==> src/rtl/jedro_1_lsu_if.sv <==
// Data-bus interface of the jedro_1 load-store unit: req/gnt address phase,
// rvalid response phase. The LSU is the master.
interface jedro_1_lsu_if #(
  parameter int DATA_WIDTH = 32
);
  logic                    data_req_o;
  logic                    data_gnt_i;
  logic [DATA_WIDTH-1:0]   data_addr_o;
  logic                    data_we_o;
  logic [DATA_WIDTH/8-1:0] data_be_o;
  logic [DATA_WIDTH-1:0]   data_wdata_o;
  logic                    data_rvalid_i;
  logic [DATA_WIDTH-1:0]   data_rdata_i;
  logic                    data_err_i;

  modport master (
    output data_req_o, data_addr_o, data_we_o, data_be_o, data_wdata_o,
    input  data_gnt_i, data_rvalid_i, data_rdata_i, data_err_i
  );

  modport slave (
    input  data_req_o, data_addr_o, data_we_o, data_be_o, data_wdata_o,
    output data_gnt_i, data_rvalid_i, data_rdata_i, data_err_i
  );
endinterface

==> src/rtl/jedro_1_lsu.sv <==
// jedro_1 load-store unit: one bus transaction per decoded memory op, with
// lane steering, load extension and misaligned/access-fault reporting.
module jedro_1_lsu #(
  parameter int DATA_WIDTH     = 32,
  parameter int REG_ADDR_WIDTH = 5
) (
  input  logic                      clk_i,
  input  logic                      rstn_i,
  input  logic                      ctrl_valid_i,
  input  logic [3:0]                ctrl_i,
  input  logic [DATA_WIDTH-1:0]     addr_i,
  input  logic [DATA_WIDTH-1:0]     wdata_i,
  input  logic [REG_ADDR_WIDTH-1:0] regdest_i,
  output logic                      busy_o,
  output logic                      rf_wb_o,
  output logic [REG_ADDR_WIDTH-1:0] regdest_o,
  output logic [DATA_WIDTH-1:0]     rdata_o,
  output logic                      exc_valid_o,
  output logic [3:0]                exc_cause_o,
  output logic [DATA_WIDTH-1:0]     exc_addr_o,
  jedro_1_lsu_if.master             bus
);
  // lsu_ctrl_e, low three bits; codes 8..15 are not memory ops
  localparam logic [2:0] LSU_LOAD_BYTE        = 3'd0;
  localparam logic [2:0] LSU_LOAD_HALF_WORD   = 3'd1;
  localparam logic [2:0] LSU_LOAD_WORD        = 3'd2;
  localparam logic [2:0] LSU_LOAD_BYTE_U      = 3'd3;
  localparam logic [2:0] LSU_LOAD_HALF_WORD_U = 3'd4;
  localparam logic [2:0] LSU_STORE_BYTE       = 3'd5;
  localparam logic [2:0] LSU_STORE_HALF_WORD  = 3'd6;

  localparam logic [3:0] CAUSE_LD_MISALIGN = 4'd4;
  localparam logic [3:0] CAUSE_LD_FAULT    = 4'd5;
  localparam logic [3:0] CAUSE_ST_MISALIGN = 4'd6;
  localparam logic [3:0] CAUSE_ST_FAULT    = 4'd7;

  typedef enum logic [1:0] {S_IDLE, S_REQ, S_WAIT} state_e;
  state_e state, state_nxt;

  logic [1:0]                size_in;
  logic                      store_in, misal, accept, misal_exc, done;
  logic [3:0]                be_in;
  logic [DATA_WIDTH-1:0]     wdata_in;
  logic [2:0]                op_q;
  logic                      store_q;
  logic [DATA_WIDTH-1:0]     addr_q, wdata_q, load_data;
  logic [REG_ADDR_WIDTH-1:0] regdest_q;
  logic [3:0]                be_q;
  logic [7:0]                lb;
  logic [15:0]               lh;

  // size: 0 byte, 1 half-word, 2 word
  always_comb begin
    case (ctrl_i[2:0])
      LSU_LOAD_BYTE, LSU_LOAD_BYTE_U, LSU_STORE_BYTE:                size_in = 2'd0;
      LSU_LOAD_HALF_WORD, LSU_LOAD_HALF_WORD_U, LSU_STORE_HALF_WORD: size_in = 2'd1;
      default:                                                       size_in = 2'd2;
    endcase
    store_in = (ctrl_i[2:0] >= LSU_STORE_BYTE);
    misal    = (size_in == 2'd1 && addr_i[0]) || (size_in == 2'd2 && addr_i[1:0] != 2'b00);
    case (size_in)
      2'd0:    begin be_in = 4'b0001 << addr_i[1:0];             wdata_in = {4{wdata_i[7:0]}};  end
      2'd1:    begin be_in = addr_i[1] ? 4'b1100 : 4'b0011;      wdata_in = {2{wdata_i[15:0]}}; end
      default: begin be_in = 4'b1111;                            wdata_in = wdata_i;            end
    endcase
  end

  assign accept    = (state == S_IDLE) && ctrl_valid_i && !ctrl_i[3] && !misal;
  assign misal_exc = (state == S_IDLE) && ctrl_valid_i && !ctrl_i[3] && misal;
  assign done      = (state == S_WAIT) && bus.data_rvalid_i;

  always_ff @(posedge clk_i or negedge rstn_i) begin
    if (!rstn_i) state <= S_IDLE;
    else         state <= state_nxt;
  end

  always_comb begin
    state_nxt = state;
    case (state)
      S_IDLE:  if (accept)            state_nxt = S_REQ;
      S_REQ:   if (bus.data_gnt_i)    state_nxt = S_WAIT;
      S_WAIT:  if (bus.data_rvalid_i) state_nxt = S_IDLE;
      default:                        state_nxt = S_IDLE;
    endcase
  end

  always_comb begin
    busy_o         = (state != S_IDLE);
    bus.data_req_o = (state == S_REQ);
  end

  always_ff @(posedge clk_i or negedge rstn_i) begin
    if (!rstn_i) begin
      op_q <= '0; store_q <= 1'b0; addr_q <= '0; wdata_q <= '0; regdest_q <= '0; be_q <= '0;
    end else if (accept) begin
      op_q <= ctrl_i[2:0]; store_q <= store_in; addr_q <= addr_i;
      wdata_q <= wdata_in; regdest_q <= regdest_i; be_q <= be_in;
    end
  end

  assign bus.data_addr_o  = {addr_q[DATA_WIDTH-1:2], 2'b00};
  assign bus.data_we_o    = store_q;
  assign bus.data_be_o    = be_q;
  assign bus.data_wdata_o = wdata_q;

  always_comb begin
    case (addr_q[1:0])
      2'd0:    lb = bus.data_rdata_i[7:0];
      2'd1:    lb = bus.data_rdata_i[15:8];
      2'd2:    lb = bus.data_rdata_i[23:16];
      default: lb = bus.data_rdata_i[31:24];
    endcase
    lh = addr_q[1] ? bus.data_rdata_i[31:16] : bus.data_rdata_i[15:0];
    case (op_q)
      LSU_LOAD_BYTE:        load_data = {{(DATA_WIDTH-8){lb[7]}}, lb};
      LSU_LOAD_BYTE_U:      load_data = {{(DATA_WIDTH-8){1'b0}}, lb};
      LSU_LOAD_HALF_WORD:   load_data = {{(DATA_WIDTH-16){lh[15]}}, lh};
      LSU_LOAD_HALF_WORD_U: load_data = {{(DATA_WIDTH-16){1'b0}}, lh};
      default:              load_data = bus.data_rdata_i;
    endcase
  end

  // Strobes clear every cycle; data/index/address hold until the next strobe.
  always_ff @(posedge clk_i or negedge rstn_i) begin
    if (!rstn_i) begin
      rf_wb_o <= 1'b0; regdest_o <= '0; rdata_o <= '0;
      exc_valid_o <= 1'b0; exc_cause_o <= '0; exc_addr_o <= '0;
    end else begin
      rf_wb_o     <= 1'b0;
      exc_valid_o <= 1'b0;
      exc_cause_o <= '0;
      if (misal_exc) begin
        exc_valid_o <= 1'b1;
        exc_cause_o <= store_in ? CAUSE_ST_MISALIGN : CAUSE_LD_MISALIGN;
        exc_addr_o  <= addr_i;
      end else if (done) begin
        if (bus.data_err_i) begin
          exc_valid_o <= 1'b1;
          exc_cause_o <= store_q ? CAUSE_ST_FAULT : CAUSE_LD_FAULT;
          exc_addr_o  <= addr_q;
        end else if (!store_q) begin
          rf_wb_o   <= 1'b1;
          regdest_o <= regdest_q;
          rdata_o   <= load_data;
        end
      end
    end
  end
endmodule
==> src/flat_wrapper.sv <==
// flat-port wrapper written by rule: the top's interface ports become plain ports
module jedro_1_lsu_flat 
#(
  parameter int DATA_WIDTH     = 32,
  parameter int REG_ADDR_WIDTH = 5
)
  (clk_i, rstn_i, ctrl_valid_i, ctrl_i, addr_i, wdata_i, regdest_i, busy_o, rf_wb_o, regdest_o, rdata_o, exc_valid_o, exc_cause_o, exc_addr_o, bus_data_req_o, bus_data_addr_o, bus_data_we_o, bus_data_be_o, bus_data_wdata_o, bus_data_gnt_i, bus_data_rvalid_i, bus_data_rdata_i, bus_data_err_i);
  jedro_1_lsu_if #(.DATA_WIDTH(DATA_WIDTH)) bus_i ();
  input  logic clk_i;
  input  logic rstn_i;
  input  logic ctrl_valid_i;
  input  logic [3:0] ctrl_i;
  input  logic [DATA_WIDTH-1:0] addr_i;
  input  logic [DATA_WIDTH-1:0] wdata_i;
  input  logic [REG_ADDR_WIDTH-1:0] regdest_i;
  output logic busy_o;
  output logic rf_wb_o;
  output logic [REG_ADDR_WIDTH-1:0] regdest_o;
  output logic [DATA_WIDTH-1:0] rdata_o;
  output logic exc_valid_o;
  output logic [3:0] exc_cause_o;
  output logic [DATA_WIDTH-1:0] exc_addr_o;
  output wire logic [$bits(bus_i.data_req_o)-1:0] bus_data_req_o;
  output wire logic [$bits(bus_i.data_addr_o)-1:0] bus_data_addr_o;
  output wire logic [$bits(bus_i.data_we_o)-1:0] bus_data_we_o;
  output wire logic [$bits(bus_i.data_be_o)-1:0] bus_data_be_o;
  output wire logic [$bits(bus_i.data_wdata_o)-1:0] bus_data_wdata_o;
  input wire logic [$bits(bus_i.data_gnt_i)-1:0] bus_data_gnt_i;
  input wire logic [$bits(bus_i.data_rvalid_i)-1:0] bus_data_rvalid_i;
  input wire logic [$bits(bus_i.data_rdata_i)-1:0] bus_data_rdata_i;
  input wire logic [$bits(bus_i.data_err_i)-1:0] bus_data_err_i;
  assign bus_data_req_o = bus_i.data_req_o;
  assign bus_data_addr_o = bus_i.data_addr_o;
  assign bus_data_we_o = bus_i.data_we_o;
  assign bus_data_be_o = bus_i.data_be_o;
  assign bus_data_wdata_o = bus_i.data_wdata_o;
  assign bus_i.data_gnt_i = bus_data_gnt_i;
  assign bus_i.data_rvalid_i = bus_data_rvalid_i;
  assign bus_i.data_rdata_i = bus_data_rdata_i;
  assign bus_i.data_err_i = bus_data_err_i;
  jedro_1_lsu #(.DATA_WIDTH(DATA_WIDTH), .REG_ADDR_WIDTH(REG_ADDR_WIDTH)) u_core (.clk_i(clk_i), .rstn_i(rstn_i), .ctrl_valid_i(ctrl_valid_i), .ctrl_i(ctrl_i), .addr_i(addr_i), .wdata_i(wdata_i), .regdest_i(regdest_i), .busy_o(busy_o), .rf_wb_o(rf_wb_o), .regdest_o(regdest_o), .rdata_o(rdata_o), .exc_valid_o(exc_valid_o), .exc_cause_o(exc_cause_o), .exc_addr_o(exc_addr_o), .bus(bus_i));
endmodule
==> config.mk <==
export PLATFORM = sky130hd
export DESIGN_NAME = jedro_1_lsu_flat
export DESIGN_NICKNAME = d
export VERILOG_FILES = /design/src/rtl/jedro_1_lsu_if.sv /design/src/rtl/jedro_1_lsu.sv /design/src/flat_wrapper.sv
export SDC_FILE = /design/constraint.sdc
export NUM_CORES = 1
export LEC_CHECK = 0
export CAP_MARGIN = 20
export CORE_MARGIN = 10
export CORE_UTILIZATION = 46
export DETAILED_ROUTE_END_ITERATION = 8
export GPL_ROUTABILITY_DRIVEN = 0
export PLACE_DENSITY = 0.81
export RECOVER_POWER = 25
export SYNTH_ARGS = -nofsm -noshare
export SYNTH_HDL_FRONTEND = slang
export SYNTH_SLANG_ARGS = --single-unit
==> constraint.sdc <==
create_clock -name clk_i -period 2.3 [get_ports clk_i]
set_input_delay 0.46 -clock clk_i [delete_from_list [all_inputs] [get_ports clk_i]]
set_output_delay 0.46 -clock clk_i [all_outputs]
set_load 0.005 [all_outputs]
==> results.md, run 1 <==
Run status:
- The flow ran to the end, and the final reports show no timing, DRC or antenna violations.

Layout:
- The area growth from synthesis to final layout is 45.60%.
- Of the cells placed in the final design, the portion with a size suffix greater than 1 is around 14%.
- The filler cells instantiated in the layout total around 1200.
- Cells fill approximately 70% of the core in the end.
- The number of antenna diodes is 0.
- The number of nets in the layout is 985.
- The count of cells in the finished layout, fillers not included, comes to roughly 1100.

Floorplan:
- The floorplan step set the die height to 146.9 microns.
- The die outline width is between 100 and 150 microns.
- The top-level port count is ~260.
- The die covers between 0.02 and 0.025 sq mm.
- The core region is between 0.015 and 0.02 sq mm.
- The floorplan has 46 rows.
- Once the floorplan was initialized, standard cells occupied between 40% and 50% of the core.

Logic synthesis:
- Synthesis instantiated 54 different standard cells from the library.
- Counting flops and latches in the post-synthesis netlist gives between 150 and 200.
- The number of instances in the synthesized netlist is about 630.
- Yosys mapped a number of flops with a built-in enable equal to 0.
- Among all flip-flop cells after synthesis, the most frequent one is sky130_fd_sc_hd__dfrtp_1.
- The synthesized area is approximately 0.0074 sq mm.
- For this run, the register share of the synthesized area comes to between 50% and 60%.
- After synthesis, the share of flip-flops with an asynchronous set or reset is between 90% and 100%.
- A synthesized cell averages 11.73 sq um.
- For this run, the number of Yosys warnings is 0.

Power and ir drop:
- The worst ir drop on vdd is 0.6067 mV.
- The power share of the combinational group is between 30% and 40%.
- The internal power of the cells totals roughly 8.7 mW.
- Summing internal, switching and leakage power gives ~12 mW.
- The share of total power consumed by net switching is 30.13%.
- Sequential cells burn a little over a third of the power.
- Summed over all nets, the switching power comes to roughly 3.7 mW.
- For this design the static power due to leakage is approximately 4.6 nW.
- The total power per unit cell area is roughly 1200 mW/mm^2.
- The part of the power in the clock network is between 20 and 25%.

CTS:
- The clock transition at the registers of the reported paths is 60 ps.
- Clock latency on the worst-skew pair, taken at its later pin, is roughly 420 ps.
- The number of gates resized after cts is 0.
- The CTS tree is yes.
- Counting every sink on the clock net gives between 150 and 200.
- Counting the buffers created by CTS gives 17.
- CTS built an H-tree with a depth of 4.
- The longest clock path from root to sink contains 2 buffers.
- The tree is rooted in a sky130_fd_sc_hd__clkbuf_16.

Global routing:
- The via count of the first global-routing pass is roughly 6400.
- The total routing usage reported by global routing is between 20% and 30%.
- Entering global routing, the biggest net connects 49 pins.
- The aggregate global routing overflow is 0.
- The wire length of the first global-routing pass is ~37000 microns.
- The initial antenna violation count is 0.

STA:
- For the final database, setup skew stands at 10.06 ps.
- At the pin with the least slew margin, the transition time is roughly 1300 ps.
- The worst pin sits at a relative slew slack of 16.61%.
- The number of hold violations in the final report is 0.
- The total setup violations reported at the end of the flow is 0.
- The final clock period utilization by the worst path is between 90 and 100%.
- The final critical path time including I/O delays and setup is 2122 ps.
- For this run, the top clock speed supported by timing is 471.3 MHz.
- Setup repair after global routing left no endpoint under its margin.
- The max-slew violation count is 0.

Setup path:
- The critical path in this run is classified as reg -> out.
- The required time reported for the critical path endpoint is approximately 1800 ps.
- The critical path arrival is ~1700 ps.
- In this run the worst path has a maximum fanout of 5.
- The worst setup path is captured at a primary output.
- The element type at the critical path start is a flip-flop.

Worst hold path:
- The min-delay analysis places its worst path in the category reg -> reg.

Job:
- The max-cap check violation count is 0.

Drt:
- In the routed design, unresolved DRC markers number 0.
- The total via count in the routed design is around 6000.
- The average routed wire per standard cell is about 21 microns.
- Dividing the detail-routed via count by the number of cells gives 5.436.
- The initial detailed-routing violation count is roughly 370.
- Before antenna repair, the detailed router went through 5 iterations.
- The count of nets left with antenna violations once routing finished came out at 0.
- The total length of routed wires is roughly 23000 microns.

Placement:
- Detailed placement ended at an HPWL of about 17000 microns.
- The total instance count after detailed placement is around 1100.
- The quantity of I/O buffers inserted on ports is 253.
through the flow:
stage                     hold slack [ps]  setup WS [ps]  instance area [sq um]  TNS (ps)
after detailed placement            432.2         -193.6                  10140    -12350
after global placement              431.0         -167.8                  10140    -10750
final                               465.8          178.1                  10780         0
after global routing                488.2          119.3                  10780         0
after CTS                           468.5          143.0                  10790         0
after floorplan                     164.4          396.5                   7411         0
path summary, 6_finish.rpt:
kind / startpoint / endpoint / slack [ps] / cells past startpoint
max in group asynchronous: rstn_i / u_core.addr_q[4] / 400 / 3
setup / recovery: u_core.state[0] / bus_data_req_o / 180 / 2
setup reg to reg: u_core.state[1] / u_core.addr_q[25] / 210 / 4
min in group asynchronous: rstn_i / u_core.rdata_o[8] / 860 / 2
hold reg to reg: u_core.regdest_q[4] / u_core.regdest_o[4] / 470 / 2
hold / removal: u_core.regdest_q[4] / u_core.regdest_o[4] / 470 / 2
per-layer routing:
layer	vias up	wire, microns	track usage [%]
met2	299	11030	33.94
met1	2933	9310	25.99
met5	-	0	0
li1	2727	-	-
met3	37	2290	8.323
met4	0	533	7.658
layout by cell type, fill, tap and decap left out, drive strengths merged, types with 2 or more instances in the layout:
| master | synthesis | routed |
|---|---|---|
| clkinv | 0 | 7 |
| xnor2 | 2 | 2 |
| and2 | 38 | 38 |
| o21ai | 6 | 6 |
| bufinv | 0 | 4 |
| clkinvlp | 0 | 2 |
| maj3 | 2 | 2 |
| nand3b | 2 | 2 |
| xor2 | 4 | 4 |
| nor3 | 9 | 9 |
| o211a | 2 | 2 |
| a211oi | 2 | 2 |
| mux2 | 88 | 88 |
| a21o | 3 | 3 |
| nor3b | 4 | 4 |
| a221o | 41 | 41 |
| clkdlybuf4s50 | 0 | 252 |
| nand2b | 4 | 4 |
| o221ai | 7 | 7 |
| mux2i | 10 | 10 |
| inv | 10 | 11 |
| a221oi | 8 | 8 |
| nand2 | 35 | 35 |
| a31oi | 2 | 2 |
| a21oi | 44 | 44 |
| nor2 | 52 | 52 |
| buf | 64 | 45 |
| dfrtp | 152 | 152 |
| clkbuf | 14 | 20 |
| or2 | 2 | 2 |
| o32ai | 2 | 2 |
| a22oi | 8 | 8 |
| conb | 1 | 3 |
cell families after synthesis:
kind of cell,after synthesis,share of synthesized area [%]
XOR/XNOR,6,0.9127
buffers and inverters,88,7.875
adder cells (fa/ha/maj),2,0.2704
flip-flops,152,51.38
AND/OR/NAND/NOR,152,10.17
other,1,0.05065
AO/OA/AOI/OAI,131,13.89
multiplexers,99,15.45
power groups by stage:
stage               sequential (mW)  clock, mW  combinational, mW
floorplan                      4.47          0               2.06
global placement               4.52          0               4.80
detailed placement             4.56          0               4.91
CTS                            4.55       3.07               4.93
global route                   4.70       3.19               5.26
finish                         4.54       3.01               4.86
sequential cells by signal, indices dropped and copies added, names as in the netlist:
register	count
u_core.op_q	3
u_core.bus.data_we_o	1
u_core.exc_cause_o	3
u_core.regdest_q	5
u_core.bus.data_wdata_o	32
u_core.rdata_o	32
u_core.exc_addr_o	32
u_core.regdest_o	5
u_core.addr_q	32
u_core.state	2
u_core.bus.data_be_o	4
u_core.rf_wb_o	1
Yosys cell counts (2+ instances only):
cell type / count / area share [%]
sky130_fd_sc_hd__a211oi_1: 2 / 0.20
sky130_fd_sc_hd__a21o_1: 3 / 0.30
sky130_fd_sc_hd__a21oi_1: 43 / 2.9
sky130_fd_sc_hd__a221o_1: 41 / 5.5
sky130_fd_sc_hd__a221oi_1: 8 / 0.95
sky130_fd_sc_hd__a22oi_1: 8 / 0.81
sky130_fd_sc_hd__and2_1: 38 / 3.2
sky130_fd_sc_hd__buf_2: 13 / 0.88
sky130_fd_sc_hd__buf_4: 37 / 3.8
sky130_fd_sc_hd__buf_6: 13 / 2.0
sky130_fd_sc_hd__clkbuf_1: 14 / 0.71
sky130_fd_sc_hd__dfrtp_1: 152 / 51
sky130_fd_sc_hd__inv_1: 9 / 0.46
sky130_fd_sc_hd__maj3_1: 2 / 0.27
sky130_fd_sc_hd__mux2_1: 55 / 8.4
sky130_fd_sc_hd__mux2_2: 25 / 3.8
sky130_fd_sc_hd__mux2_4: 8 / 1.6
sky130_fd_sc_hd__mux2i_1: 10 / 1.4
sky130_fd_sc_hd__nand2_1: 34 / 1.7
sky130_fd_sc_hd__nand2b_1: 4 / 0.34
sky130_fd_sc_hd__nand3b_1: 2 / 0.20
sky130_fd_sc_hd__nor2_1: 52 / 2.6
sky130_fd_sc_hd__nor3_1: 9 / 0.61
sky130_fd_sc_hd__nor3b_1: 2 / 0.20
sky130_fd_sc_hd__nor3b_2: 2 / 0.34
sky130_fd_sc_hd__o211a_1: 2 / 0.27
sky130_fd_sc_hd__o21ai_0: 4 / 0.27
sky130_fd_sc_hd__o21ai_1: 2 / 0.14
sky130_fd_sc_hd__o221ai_1: 7 / 0.83
sky130_fd_sc_hd__o32ai_1: 2 / 0.24
sky130_fd_sc_hd__or2_1: 2 / 0.17
sky130_fd_sc_hd__xnor2_1: 2 / 0.24
sky130_fd_sc_hd__xor2_1: 2 / 0.24
sky130_fd_sc_hd__xor2_2: 2 / 0.44
repair_timing:
action / in CTS / in global routing
hold buffers: 1 / 0
hold endpoints to repair: 44 / 0
buffers inserted: 0 / 0
critical path, stage by stage (launching register included):
cell and delay, ps:
sky130_fd_sc_hd__dfrtp_1 440, sky130_fd_sc_hd__nor2b_1 240, sky130_fd_sc_hd__clkdlybuf4s50_1 570
final cells by class:
class                           instances  area (sq um)  share of cell area (%)
Sequential cell                       152          3804                   35.29
Multi-Input combinational cell        393          3038                   28.18
Timing Repair Buffer                  300          2993                   27.77
Clock buffer                           18         439.2                   4.074
Tap cell                              216         270.3                   2.507
Clock inverter                         14         197.7                   1.834
Inverter                               10         37.54                  0.3482
No activity file was read; power rests on OpenSTA's default activity.
==> run 2: changes to the inputs <==
Settings changed: CORE_UTILIZATION 46 to 47, CTS_BUF_LIST set to sky130_fd_sc_hd__clkbuf_8, PLACE_DENSITY 0.81 to 0.83.
==> run 2 against run 1 <==
  * Count of clock-buffer cells in the layout shrank 1
  * Total power shrank 7.4%
  * Die area shrank 1.8%
  * Design area shrank 2.3%
  * Critical path depth is the same
  * Critical path type unchanged
  * Largest power group unchanged
==> results.md, run 2 (synthesized netlist as in run 1, its figures left out) <==
Run status:
- The flow ran to the end, and the final reports show no timing, DRC or antenna violations.

STA:
- The final clock skew is roughly 12 ps.
- The worst path in the final design needs a cycle of between 2000 and 2500 ps, including I/O delays and setup.
- Setup violations remaining at the end of the flow were counted as 0.
- In the finished design, the share of the clock period the worst path needs comes to approximately 94%.
- The tightest hold path in the finished design has a slack of 466.2 ps.
- The final worst slack is between 100 and 150 ps.
- Timing would allow up to about 460 MHz.
- The max-slew violation count is 0.
- The transition time at the pin with the least slew margin is approximately 1300 ps.
- Setup repair after global routing left no endpoint under its margin.
- Adding up every negative setup slack in the final design gives 0 ps.
- The number of hold violations in the final report is 0.
- The max-slew headroom at the worst pin is approximately 16%.

Drt:
- For this run, design rule violations remaining after detail routing come to 0.
- The total via count in the routed design is just over 6000.
- After detailed routing, the met3 layer carries 2440 microns of wire.
- The detailed-routed wire length on met2 is 11580 microns.
- The detailed router put a total of 8918 microns of wire on met1.
- In the final routed layout, each cell accounts on average for 21.55 microns.
- Once detail routing completed, the nets flagged for antenna violations numbered 0.
- The initial detailed-routing violation count is about 410.
- The first-pass iteration count of the detailed router is 4.
- In the routed layout, each cell is associated on average with a via count of around 5.6.
- Signal routing reaches up to met4.
- Wires add up to around 24000 microns.

Setup path:
- The required time reported for the critical path endpoint is 1840 ps.
- On the critical path, the stage with the largest delay is an instance of sky130_fd_sc_hd__clkdlybuf4s50_1.
- The stage delay of the slowest cell on the critical path is 580 ps.
- STA classifies the critical path endpoint as a primary output.
- In this run the worst path has a maximum fanout of 5.
- The element type at the critical path start is a flip-flop.
- Traced cell by cell, the critical path runs through nor2b_1, clkdlybuf4s50_1.
- The type of the worst setup path is reg -> out.
- The critical path arrival is 1700 ps.

Placement:
- The total instance count after detailed placement is between 1000 and 1500.
- Buffers placed on the I/O ports in this run total around 250.
- Timing analysis after detailed placement gives a worst setup slack of -199.9 ps.
- The half-perimeter wire length after detailed placement is approximately 18000 microns.

Floorplan:
- The floorplan step defined a die boundary enclosing between 0.02 and 0.025 sq mm.
- The starting utilization of the core area is a little under 50%.
- The chip height is roughly 150 microns.
- The die outline width is roughly 150 microns.
- The top-level port count is roughly 260.
- In this run the standard cell core region covers roughly 0.015 sq mm.
- In this run the core area contains 45 standard-cell rows.

Global routing:
- The aggregate global routing overflow is 0.
- The largest net degree at the start of global routing is 60.
- The first global-routing pass estimated between 30000 and 40000 microns of wire.
- The via count of the first global-routing pass came to between 6000 and 7000.
- Across every metal layer, demand over resource in global routing totals approximately 22%.
- The initial antenna violation count is 0.

Power and ir drop:
- The sequential power share is between 30% and 40%.
- The internal power of the cells totals between 7 and 8 mW.
- Summed over all cells, the static leakage comes to roughly 4.5 nW.
- Dividing total power by cell area gives a power density of 1093 mW/mm^2.
- The share of total power consumed by net switching is 32.37%.
- In this run, the combinational gates consume 42.7% of the power.
- Summed over all nets, the switching power comes to around 3.7 mW.
- The worst ir drop on vdd is 0.5873 mV.
- The post-route total power is about 12 mW.
- The part of the power in the clock network is about 18%.

Layout:
- The number of nets in the layout is between 900 and 1000.
- Leaving out fill and tap cells, the most frequent cell in the layout is sky130_fd_sc_hd__clkdlybuf4s50_1.
- In the layout the commonest cells are sky130_fd_sc_hd__clkdlybuf4s50_1 (252), sky130_fd_sc_hd__dfrtp_1 (152), sky130_fd_sc_hd__mux2_1 (55).
- The number of antenna diodes is 0.
- Leaving out filler cells and counting taps, the final layout contains ~1100.
- The area growth from synthesis to final layout is 42.18%.
- The post-route netlist has between 10% and 20% of its cells at a drive strength greater than 1.

CTS:
- Post-CTS timing repair inserted 0 buffers for setup.
- The cts-stage hold buffer count is 1.
- The H-tree was split into 4 levels.
- The CTS tree is yes.
- After clock tree synthesis, the repair step resized 0 gates.
- The root cell of the clock tree is sky130_fd_sc_hd__clkbuf_8.
- The clock sink count is 152.
- The clock buffer count from CTS is 17.
- The maximum count of clock buffers along a single path is 2.
- The worst-skew pair later-pin latency is approximately 450 ps.
- The clock transition at the registers of the reported paths is approximately 80 ps.

Job:
- The max-cap check violation count is 0.

Worst hold path:
- In this run the worst hold path is classified as reg -> reg.
[run 2: cell types whose count changed in the layout (fill, tap and decap cells not counted), moves of 2 or more]
cell                         delta
sky130_fd_sc_hd__clkbuf_16     -17
sky130_fd_sc_hd__clkinvlp_4     +2
sky130_fd_sc_hd__buf_4          +5
sky130_fd_sc_hd__clkbuf_8      +16
sky130_fd_sc_hd__bufinv_16      -2
sky130_fd_sc_hd__inv_6          +2
sky130_fd_sc_hd__clkinv_4       -3
sky130_fd_sc_hd__buf_12         -2
[run 2: area by class of cell]
cell class	count	area, sq um
fill	1127	4788
sequential	152	3804
multi-input combinational	393	3038
timing repair buffer	303	2997
tap	211	264.0
clock buffer	17	234.0
clock inverter	15	152.6
inverter	10	37.54
[run 2: path summary, 6_finish.rpt]
| kind | startpoint | to | slack (ps) | depth (start not counted) |
|---|---|---|---|---|
| setup / recovery | u_core.state[0] | bus_data_req_o | 140 | 2 |
| hold / removal | u_core.regdest_q[3] | u_core.regdest_o[3] | 470 | 2 |
| setup reg to reg | u_core.state[1] | u_core.addr_q[3] | 230 | 4 |
| hold reg to reg | u_core.regdest_q[3] | u_core.regdest_o[3] | 470 | 2 |
| max in group asynchronous | rstn_i | u_core.rdata_o[4] | 300 | 3 |
| min in group asynchronous | rstn_i | u_core.rdata_o[19] | 810 | 2 |
[run 2: worst max-delay path: cells and delay by family, from the launching register on]
kind,cells,cell delay [ps]
simple gates,1,260
buf+inv,1,580
flops,1,420
[run 2: metal layers]
layer	vias up	track usage (%)
li1	2725	-
met1	3018	24.55
met2	321	36.72
met3	49	8.972
met4	0	9.151
met5	-	0
[run 2: stage by stage]
stage / cell area [sq um] / utilization (%)
CTS: 10540 / 68.83
global route: 10530 / 68.73
detailed placement: 10140 / 66.24
floorplan: 7411 / -
global placement: 10140 / 66.24
finish: 10530 / 68.73
[run 2: power by group through the flow]
stage               logic [mW]  registers (mW)  clock network (mW)
floorplan                 2.06            4.47                   0
global placement          4.79            4.52                   0
detailed placement        4.95            4.60                   0
CTS                       4.97            4.57                2.07
global route              5.30            4.73                2.18
finish                    4.91            4.57                2.02
